<file path="src/rtl/pe_pkg.sv">
// Shared definitions for the RV32I processing-element controller:
// opcodes, FSM states, datapath select encodings and branch resolution.
package pe_pkg;

    localparam logic [6:0] OP_IMM = 7'b0010011;
    localparam logic [6:0] OP     = 7'b0110011;
    localparam logic [6:0] LOAD   = 7'b0000011;
    localparam logic [6:0] STORE  = 7'b0100011;
    localparam logic [6:0] BRANCH = 7'b1100011;
    localparam logic [6:0] LUI    = 7'b0110111;
    localparam logic [6:0] AUIPC  = 7'b0010111;
    localparam logic [6:0] JAL    = 7'b1101111;
    localparam logic [6:0] JALR   = 7'b1100111;

    typedef enum logic [2:0] {
        FETCH, DECODE, OPER, EXEC, MEM, WB, PCUPD
    } state_e;

    localparam logic [4:0] ALU_ADD   = 5'b00000;
    localparam logic [4:0] ALU_SUB   = 5'b01000;
    localparam logic [4:0] ALU_SLT   = 5'b00010;
    localparam logic [4:0] ALU_SLTU  = 5'b00011;
    localparam logic [4:0] ALU_PASSB = 5'b10000;

    localparam logic [1:0] ASEL_RS1  = 2'd0;
    localparam logic [1:0] ASEL_PC   = 2'd1;
    localparam logic [1:0] ASEL_ZERO = 2'd2;

    localparam logic [1:0] BSEL_RS2  = 2'd0;
    localparam logic [1:0] BSEL_IMM  = 2'd1;
    localparam logic [1:0] BSEL_FOUR = 2'd2;

    localparam logic [1:0] OSEL_ALU  = 2'd0;
    localparam logic [1:0] OSEL_MEM  = 2'd1;
    localparam logic [1:0] OSEL_PC4  = 2'd2;

    function automatic logic is_known_op(input logic [6:0] o);
        case (o)
            OP_IMM, OP, LOAD, STORE, BRANCH, LUI, AUIPC, JAL, JALR: return 1'b1;
            default: return 1'b0;
        endcase
    endfunction

    // The ALU compares via SUB/SLT/SLTU, so every condition reduces to the zero flag.
    function automatic logic branch_taken(input logic [2:0] f3, input logic zero);
        case (f3)
            3'b000, 3'b101, 3'b111: return zero;
            3'b001, 3'b100, 3'b110: return !zero;
            default:                return 1'b0;
        endcase
    endfunction

endpackage

</file>
<file path="src/rtl/pe_imm_gen.sv">
// Combinational immediate formatter: turns raw decoder immediate fields into
// the 32-bit operand for the instruction format implied by the opcode.
module pe_imm_gen
    import pe_pkg::*;
(
    input  logic [6:0]  op_i,
    input  logic [2:0]  funct3_i,
    input  logic [11:0] imm12_i,
    input  logic [19:0] immhi_i,
    output logic [31:0] imm_o
);

    always_comb begin
        imm_o = '0;
        case (op_i)
            OP_IMM: begin
                // Shift-immediates carry only a shift amount; upper bits hold funct7.
                if (funct3_i == 3'b001 || funct3_i == 3'b101)
                    imm_o = {27'b0, imm12_i[4:0]};
                else
                    imm_o = {{20{imm12_i[11]}}, imm12_i};
            end
            LOAD, STORE, JALR: imm_o = {{20{imm12_i[11]}}, imm12_i};
            BRANCH:            imm_o = {{19{imm12_i[11]}}, imm12_i, 1'b0};
            LUI, AUIPC:        imm_o = {immhi_i, 12'h000};
            JAL:               imm_o = {{11{immhi_i[19]}}, immhi_i, 1'b0};
            default:           imm_o = '0;
        endcase
    end

endmodule

</file>
<file path="src/rtl/pe_controller.sv">
// Multi-cycle control FSM of the RV32I processing element: sequences fetch,
// decode, operand load, ALU, memory, writeback and PC update.
module pe_controller
    import pe_pkg::*;
#(
    parameter int PC_STEP = 4
) (
    input  logic        clk,
    input  logic        reset,
    input  logic [6:0]  op,
    input  logic [2:0]  funct3,
    input  logic [6:0]  funct7,
    input  logic [4:0]  rs1,
    input  logic [4:0]  rs2,
    input  logic [4:0]  rd,
    input  logic [11:0] imm12,
    input  logic [19:0] immhi,
    input  logic        decodeComplete,
    input  logic        dataReady,
    input  logic        ALUcomplete,
    input  logic [31:0] ALURes,
    input  logic        ALU0,
    input  logic        mem_ack,
    input  logic [31:0] PCin,
    output logic [31:0] PCout,
    output logic [4:0]  ALUsel,
    output logic [1:0]  Asel,
    output logic [1:0]  Bsel,
    output logic [1:0]  Osel,
    output logic [4:0]  rdOut,
    output logic        rdWrite,
    output logic        Aenable,
    output logic        Benable,
    output logic        IRenable,
    output logic        reg_reset,
    output logic        mem_read,
    output logic        mem_write,
    output logic [31:0] mem_address,
    output logic        reg_select,
    output logic [31:0] immvalue,
    output logic [4:0]  rs1Out,
    output logic [4:0]  rs2Out
);

    state_e      state_q, state_d;
    logic [31:0] pc_q, pc_d, maddr_q, maddr_d, imm_q, imm_d, alu_q, alu_d;
    logic [4:0]  rd_q, rd_d, rs1_q, rs1_d, rs2_q, rs2_d;
    logic [6:0]  op_q, op_d;
    logic [2:0]  f3_q, f3_d;
    logic        alt_q, alt_d, taken_q, taken_d;
    logic [31:0] imm_fmt;
    logic        unused_funct7;

    assign unused_funct7 = ^{funct7[6], funct7[4:0]};

    pe_imm_gen u_imm (
        .op_i     (op),
        .funct3_i (funct3),
        .imm12_i  (imm12),
        .immhi_i  (immhi),
        .imm_o    (imm_fmt)
    );

    function automatic logic [4:0] alu_sel_f(input logic [6:0] o, input logic [2:0] f3,
                                             input logic alt);
        case (o)
            OP:     return {1'b0, alt, f3};
            OP_IMM: return {1'b0, (f3 == 3'b101) ? alt : 1'b0, f3};
            BRANCH: begin
                case (f3[2:1])
                    2'b00:   return ALU_SUB;
                    2'b11:   return ALU_SLTU;
                    default: return ALU_SLT;
                endcase
            end
            LUI:     return ALU_PASSB;
            default: return ALU_ADD;
        endcase
    endfunction

    always_ff @(posedge clk or posedge reset) begin
        if (reset) state_q <= FETCH;
        else       state_q <= state_d;
    end

    always_comb begin
        state_d = state_q;
        case (state_q)
            FETCH:  state_d = DECODE;
            DECODE: if (decodeComplete) begin
                if (!is_known_op(op)) state_d = FETCH;
                else if (op == JAL)   state_d = WB;
                else                  state_d = OPER;
            end
            OPER:   if (dataReady) state_d = EXEC;
            EXEC:   if (ALUcomplete) begin
                if (op_q == LOAD || op_q == STORE) state_d = MEM;
                else if (op_q == BRANCH)           state_d = PCUPD;
                else                               state_d = WB;
            end
            MEM:    if (mem_ack) state_d = (op_q == LOAD) ? WB : PCUPD;
            WB:     state_d = PCUPD;
            PCUPD:  state_d = FETCH;
            default: state_d = FETCH;
        endcase
    end

    // Strobes are gated by reset so nothing fires while FETCH is held in reset.
    always_comb begin
        IRenable   = 1'b0;
        Aenable    = 1'b0;
        Benable    = 1'b0;
        rdWrite    = 1'b0;
        mem_read   = 1'b0;
        mem_write  = 1'b0;
        reg_select = 1'b0;
        ALUsel     = ALU_ADD;
        Asel       = ASEL_RS1;
        Bsel       = BSEL_RS2;
        Osel       = OSEL_ALU;
        if (!reset) begin
            case (state_q)
                FETCH: IRenable = 1'b1;
                OPER: begin
                    Aenable = 1'b1;
                    Benable = 1'b1;
                end
                EXEC: begin
                    ALUsel = alu_sel_f(op_q, f3_q, alt_q);
                    Asel   = (op_q == AUIPC) ? ASEL_PC : (op_q == LUI) ? ASEL_ZERO : ASEL_RS1;
                    Bsel   = (op_q == OP || op_q == BRANCH) ? BSEL_RS2 : BSEL_IMM;
                end
                MEM: begin
                    if (op_q == LOAD) begin
                        mem_read = 1'b1;
                    end else begin
                        mem_write  = 1'b1;
                        reg_select = 1'b1;
                    end
                end
                WB: begin
                    rdWrite = (rd_q != 5'd0);
                    Osel    = (op_q == LOAD) ? OSEL_MEM :
                              (op_q == JAL || op_q == JALR) ? OSEL_PC4 : OSEL_ALU;
                end
                default: ;
            endcase
        end
    end

    always_comb begin
        pc_d    = pc_q;
        maddr_d = maddr_q;
        imm_d   = imm_q;
        alu_d   = alu_q;
        rd_d    = rd_q;
        rs1_d   = rs1_q;
        rs2_d   = rs2_q;
        op_d    = op_q;
        f3_d    = f3_q;
        alt_d   = alt_q;
        taken_d = taken_q;
        case (state_q)
            DECODE: if (decodeComplete) begin
                op_d  = op;
                f3_d  = funct3;
                alt_d = funct7[5];
                rd_d  = rd;
                rs1_d = rs1;
                rs2_d = rs2;
                imm_d = imm_fmt;
                if (!is_known_op(op)) pc_d = PCin + 32'(PC_STEP);
            end
            EXEC: if (ALUcomplete) begin
                alu_d   = ALURes;
                taken_d = branch_taken(f3_q, ALU0);
                if (op_q == LOAD || op_q == STORE) maddr_d = ALURes;
            end
            PCUPD: begin
                case (op_q)
                    BRANCH:  pc_d = taken_q ? PCin + imm_q : PCin + 32'(PC_STEP);
                    JAL:     pc_d = PCin + imm_q;
                    JALR:    pc_d = alu_q & ~32'd1;
                    default: pc_d = PCin + 32'(PC_STEP);
                endcase
            end
            default: ;
        endcase
    end

    always_ff @(posedge clk or posedge reset) begin
        if (reset) begin
            pc_q    <= '0;
            maddr_q <= '0;
            imm_q   <= '0;
            alu_q   <= '0;
            rd_q    <= '0;
            rs1_q   <= '0;
            rs2_q   <= '0;
            op_q    <= '0;
            f3_q    <= '0;
            alt_q   <= 1'b0;
            taken_q <= 1'b0;
        end else begin
            pc_q    <= pc_d;
            maddr_q <= maddr_d;
            imm_q   <= imm_d;
            alu_q   <= alu_d;
            rd_q    <= rd_d;
            rs1_q   <= rs1_d;
            rs2_q   <= rs2_d;
            op_q    <= op_d;
            f3_q    <= f3_d;
            alt_q   <= alt_d;
            taken_q <= taken_d;
        end
    end

    assign PCout       = pc_q;
    assign mem_address = maddr_q;
    assign immvalue    = imm_q;
    assign rdOut       = rd_q;
    assign rs1Out      = rs1_q;
    assign rs2Out      = rs2_q;
    assign reg_reset   = reset;

endmodule

</file>
<file path="config.mk">
export PLATFORM = sky130hd
export DESIGN_NAME = pe_controller
export DESIGN_NICKNAME = d
export VERILOG_FILES = /design/src/rtl/pe_pkg.sv /design/src/rtl/pe_imm_gen.sv /design/src/rtl/pe_controller.sv
export SDC_FILE = /design/constraint.sdc
export NUM_CORES = 1
export LEC_CHECK = 0
export CORE_MARGIN = 8
export CORE_UTILIZATION = 60
export CTS_CLUSTER_DIAMETER = 40
export DETAILED_ROUTE_END_ITERATION = 6
export DONT_BUFFER_PORTS = 1
export PLACE_DENSITY = 0.79
export SLEW_MARGIN = 20
export SYNTH_ARGS = -nofsm -noshare
export SYNTH_HDL_FRONTEND = slang
export SYNTH_HIERARCHICAL = 1
export SYNTH_SLANG_ARGS = --single-unit
</file>
<file path="constraint.sdc">
create_clock -name clk -period 7.5 [get_ports clk]
set_input_delay 1.125 -clock clk [delete_from_list [all_inputs] [get_ports clk]]
set_output_delay 1.125 -clock clk [all_outputs]
set_load 0.02 [all_outputs]
</file>
# == After elaboration in Yosys (flattened, before gate mapping) ==
# Index checks and enable logic that the tools add are counted.
# op_classes
n_addsub,2
n_eq_ne,37
mux,49
n_reduce_logical,20
# op_table
operator,count
32-bit one-hot mux with 5 select lines,1
32-bit 2-to-1 mux,4
32-bit one-hot mux with 3 select lines,1
32-bit one-hot mux with 2 select lines,1
7-bit by 6-bit == test with 1-bit output (second input constant),6
7-bit == test (second input constant),6
32-bit by 3-bit adder with 32-bit output (second input constant),1
32-bit adder,1
7-bit by 5-bit == test with 1-bit output (second input constant),4
3-bit == test (second input constant),8
2-bit 2-to-1 mux,11
5-bit one-hot mux with 4 select lines,1
1-bit 2-to-1 mux,19
3-bit 2-to-1 mux,6
3-bit one-hot mux with 6 select lines,1
7-bit by 2-bit == test with 1-bit output (second input constant),2
5-bit 2-to-1 mux,2
2-bit inequality test (second input constant),5
3-bit by 1-bit == test with 1-bit output (second input constant),3
3-bit OR reduction,3
9-bit OR reduction,1
4-bit one-hot mux with 2 select lines,1
3-bit by 2-bit == test with 1-bit output (second input constant),2
3-bit logical NOT,2
other kinds (11),16
# totals
ff_bits,158
input_bits,135
output_inout_bits,130
word_cells,120

# == Longest topological paths before layout ==
# logic_depth
depth_word,8
ltp_mapped,11
mapped_depth_nobuf,11

# == Hierarchy ==
# The synthesis kept the hierarchy.
# modules_own_cells
module,instances,cells_each,area_per_inst_um2,seq_area_each_um2
pe_controller,1,827,8773.4,3928.8
pe_imm_gen,1,92,594.3,0.0

# == Worst setup path after synthesis ==
# Ideal clock, no wire load.
# synth_path
path_kind,input -> output
start,input reset
end,output ALUsel[0]
t_arrival_ns,6.316
required_ns,6.375
path_slack_ns,0.059
path_stages,5
n_path_buf,0
cell_sequence,inv_1 -> nand3_1 -> nor4_1 -> a21oi_1 -> nor2_1
# synth_via
elab_chain_cells,1
# synth_lines
element,line_no,source
from (decl),pe_controller.sv:9,"input logic reset,"
5-bit 2-to-1 mux,pe_controller.sv:121,if (!reset) begin
to (decl),pe_controller.sv:26,"output logic [4:0] ALUsel,"
# Every way passes these cells.

# == Worst setup path in the final report ==
# layout_path
start,input reset
end,output ALUsel[3]
# Same word-level chain as after synthesis.

==> run summary <==
Max Freq = 0.226 GHz
Initial core utilization = 61.4%
Most used DFF post-synth = dfrtp_1
Syn Nets = 1087
Critical Path RT = 6.38 ns
Critical Path Source = reset
Most frequent cells in the layout = dfrtp_1 (157), mux2_2 (118), nand2_1 (82)
Post-synthesis sequential area ratio = 41.9%
Antenna violations before repair = 0
Largest net degree at the start of global routing = 82
GPL Wtd Cong = 0.930
CTS tree = done
Asr flop ratio synth = 100%
Power Density = 335 nW/um^2
Fillers = 1217
Drt first-iter violations = 686
Max VDD drop = 274 uV
Synth top area cells = dfrtp_1 (42%), mux2_2 (14%), ha_1 (4.3%)
#FFs+latches synth = 157
Seq pwr share = 49.1%
Final HPWL DP = 21500 um
Leak = 4.55 nW
Clock latency on the worst-skew pair = 0.43 ns
Initial DRT Pass Iterations = 6
R2R Path Start = immvalue[0]
CTS sink cnt = 157
Clock root buffer = clkbuf_16
Unrepaired setup endpoints after global routing = no
Synth Warn # = 6
Setup Skew = 0.0130 ns
Via density = 6.54
Vias = 7372
Run status = finished, final reports clean
First-pass GRT wire length = 43100 um
Die X = 141 um
Sw Share = 39.4%
Hold crit path type = reg2reg
Die area = 19900 um^2
Pint = 2.07 mW
Comb pwr share = 25.4%
CP startpoint kind = input pin
Slew Viols, Final = 0
CP Max Fanout = 81
Post-CTS setup buffers = 0
Number of synthesized flops with an enable pin = 0
Worst Reg-to-Reg Cells = 11
Final setup vio count = 0
Gates resized, CTS repair = 0
Post-CTS Hold Buffers = 0
Worst slew margin = 28.3%
CP arrival = 3.30 ns
Wire length per cell = 25.0 um
Layout cells sized above 1 = 21.4%
Layout Nets = 1071
Core area = 15300 um^2
PnR worst setup slack = 3.08 ns
Number of remaining DRC errors = 0
Setup WS pre-CTS = 3.03 ns
Routed Antenna Nets = 0
Commonest non-fill, non-tap cell in the layout = dfrtp_1
Final Cell Area = 10200 um^2
Endpoints failing hold = 0
Port bufs = 0
Worst setup endpoint = ALUsel[3]
Area after DPL = 9560 um^2
Synth cell types = 74
Clock network fraction of design power = 25.5%
Mapped Area = 9370 um^2
Capturing point of the worst reg2reg path = PCout[30]
Total grt overflow = 0
Die Y-Extent = 141 um
Crit Path Category = in2out
CTS clock-pin slew for the worst setup and hold paths = 0.07 ns
Maximum Capacitance Violations = 0
FP Rows = 45
Final period util = 58.9%
Yosys top cell by area = dfrtp_1
Reported net switching power = 1.34 mW
Tmin final = 4.42 ns
Top cell type's share of synthesized area = 41.9%
Longest Clk Path Bufs = 2
Cell count after synthesis = 919
H-tree depth = 4
Worst slew pin tran = 1.07 ns
Vias in the first global route = 7301
CP endpoint kind = primary output
R2r setup slk = 4.11 ns
Power Total = 3.41 mW
Setup TNS = 0 ns
I/O Pins = 265
Num CTS Buffers = 17
Syn_area_per_cell = 10.2 um^2
Gr usage total = 28.2%
Area growth, synth to finish = 8.67%
Wirelength, routed = 28200 um
Number of diodes = 0
-- cell usage after synthesis (15+ instances only) --
master and instances:
ha_1 32, a21oi_1 63, nor2_1 63, and3_1 17
o21ai_0 26, nand3_1 18, nand2_1 82, mux2_2 118
nor3_1 22, xnor2_1 31, dfrtp_1 157, inv_1 21
clkbuf_1 34, a22oi_1 15
-- stage by stage --
step	hold WS, ns	util, %	cells
4_1_cts	0.511	66.5	1126
3_3_place_gp	0.490	62.7	1094
2_1_floorplan	0.464	-	919
6_report	0.505	66.7	1127
5_1_grt	0.527	66.7	1127
3_5_place_dp	0.494	62.7	1094
-- critical path, stage by stage --
cell and delay, ns:
inv_6 0.47, nand3_1 0.26, nor4_1 0.86, a21oi_1 0.16, nor2_1 0.38
-- layer usage --
| metal | routed length (um) | part of all wire, % | GRT usage (%) |
|---|---|---|---|
| met5 | 0 | 0 | 0 |
| met4 | 573 | 2.0 | 8.82 |
| met3 | 3490 | 12 | 12.6 |
| met2 | 13300 | 47 | 45.5 |
| met1 | 10800 | 38 | 33.1 |
-- worst min path at each step --
stage	startpoint	to	slack [ns]	depth (start not counted)
global placement	alu_q[4]	alu_q[4]	0.49	1
global route	alt_q	alt_q	0.53	1
detailed placement	alu_q[9]	alu_q[9]	0.49	1
floorplan	taken_q	taken_q	0.46	2
finish	taken_q	taken_q	0.50	2
CTS	alu_q[9]	alu_q[9]	0.51	1
-- area by class of cell --
| type | instances | area, um^2 | area share, % |
|---|---|---|---|
| multi-input cells | 695 | 5220 | 51.2 |
| flip-flops and latches | 157 | 3930 | 38.6 |
| clock buffers | 18 | 439 | 4.31 |
| well taps | 211 | 264 | 2.59 |
| clock inverters | 14 | 146 | 1.44 |
| repair buffers | 11 | 103 | 1.01 |
| inverters | 21 | 83.8 | 0.823 |
-- flip-flops by register name (all words and copies together), names as in the netlist --
name / flops
rdOut: 5
immvalue: 32
state_q: 3
op_q: 7
alt_q: 1
taken_q: 1
rs1Out: 5
PCout: 32
mem_address: 32
f3_q: 3
rs2Out: 5
alu_q: 31
-- cell families (layout without fill, tap and decap cells) --
family	after synthesis	in the layout	share of synthesized area, %
adder cells (fa/ha/maj)	33	33	4.49
AO/OA/AOI/OAI	225	225	17.6
flip-flops	157	157	41.9
AND/OR/NAND/NOR	270	270	14.3
buffers and inverters	67	64	2.95
other	1	1	0.0400
multiplexers	121	121	14.5
XOR/XNOR	45	45	4.21
-- power by group through the flow --
stage          logic, mW  clock network, mW  registers (mW)
6_report           0.867              0.869            1.67
5_1_grt            0.956              0.913            1.72
4_1_cts            0.865              0.883            1.68
3_5_place_dp       0.858                  0            1.69
3_3_place_gp       0.829                  0            1.68
2_1_floorplan      0.743                  0            1.56
Power figures use the tool's default switching activity.
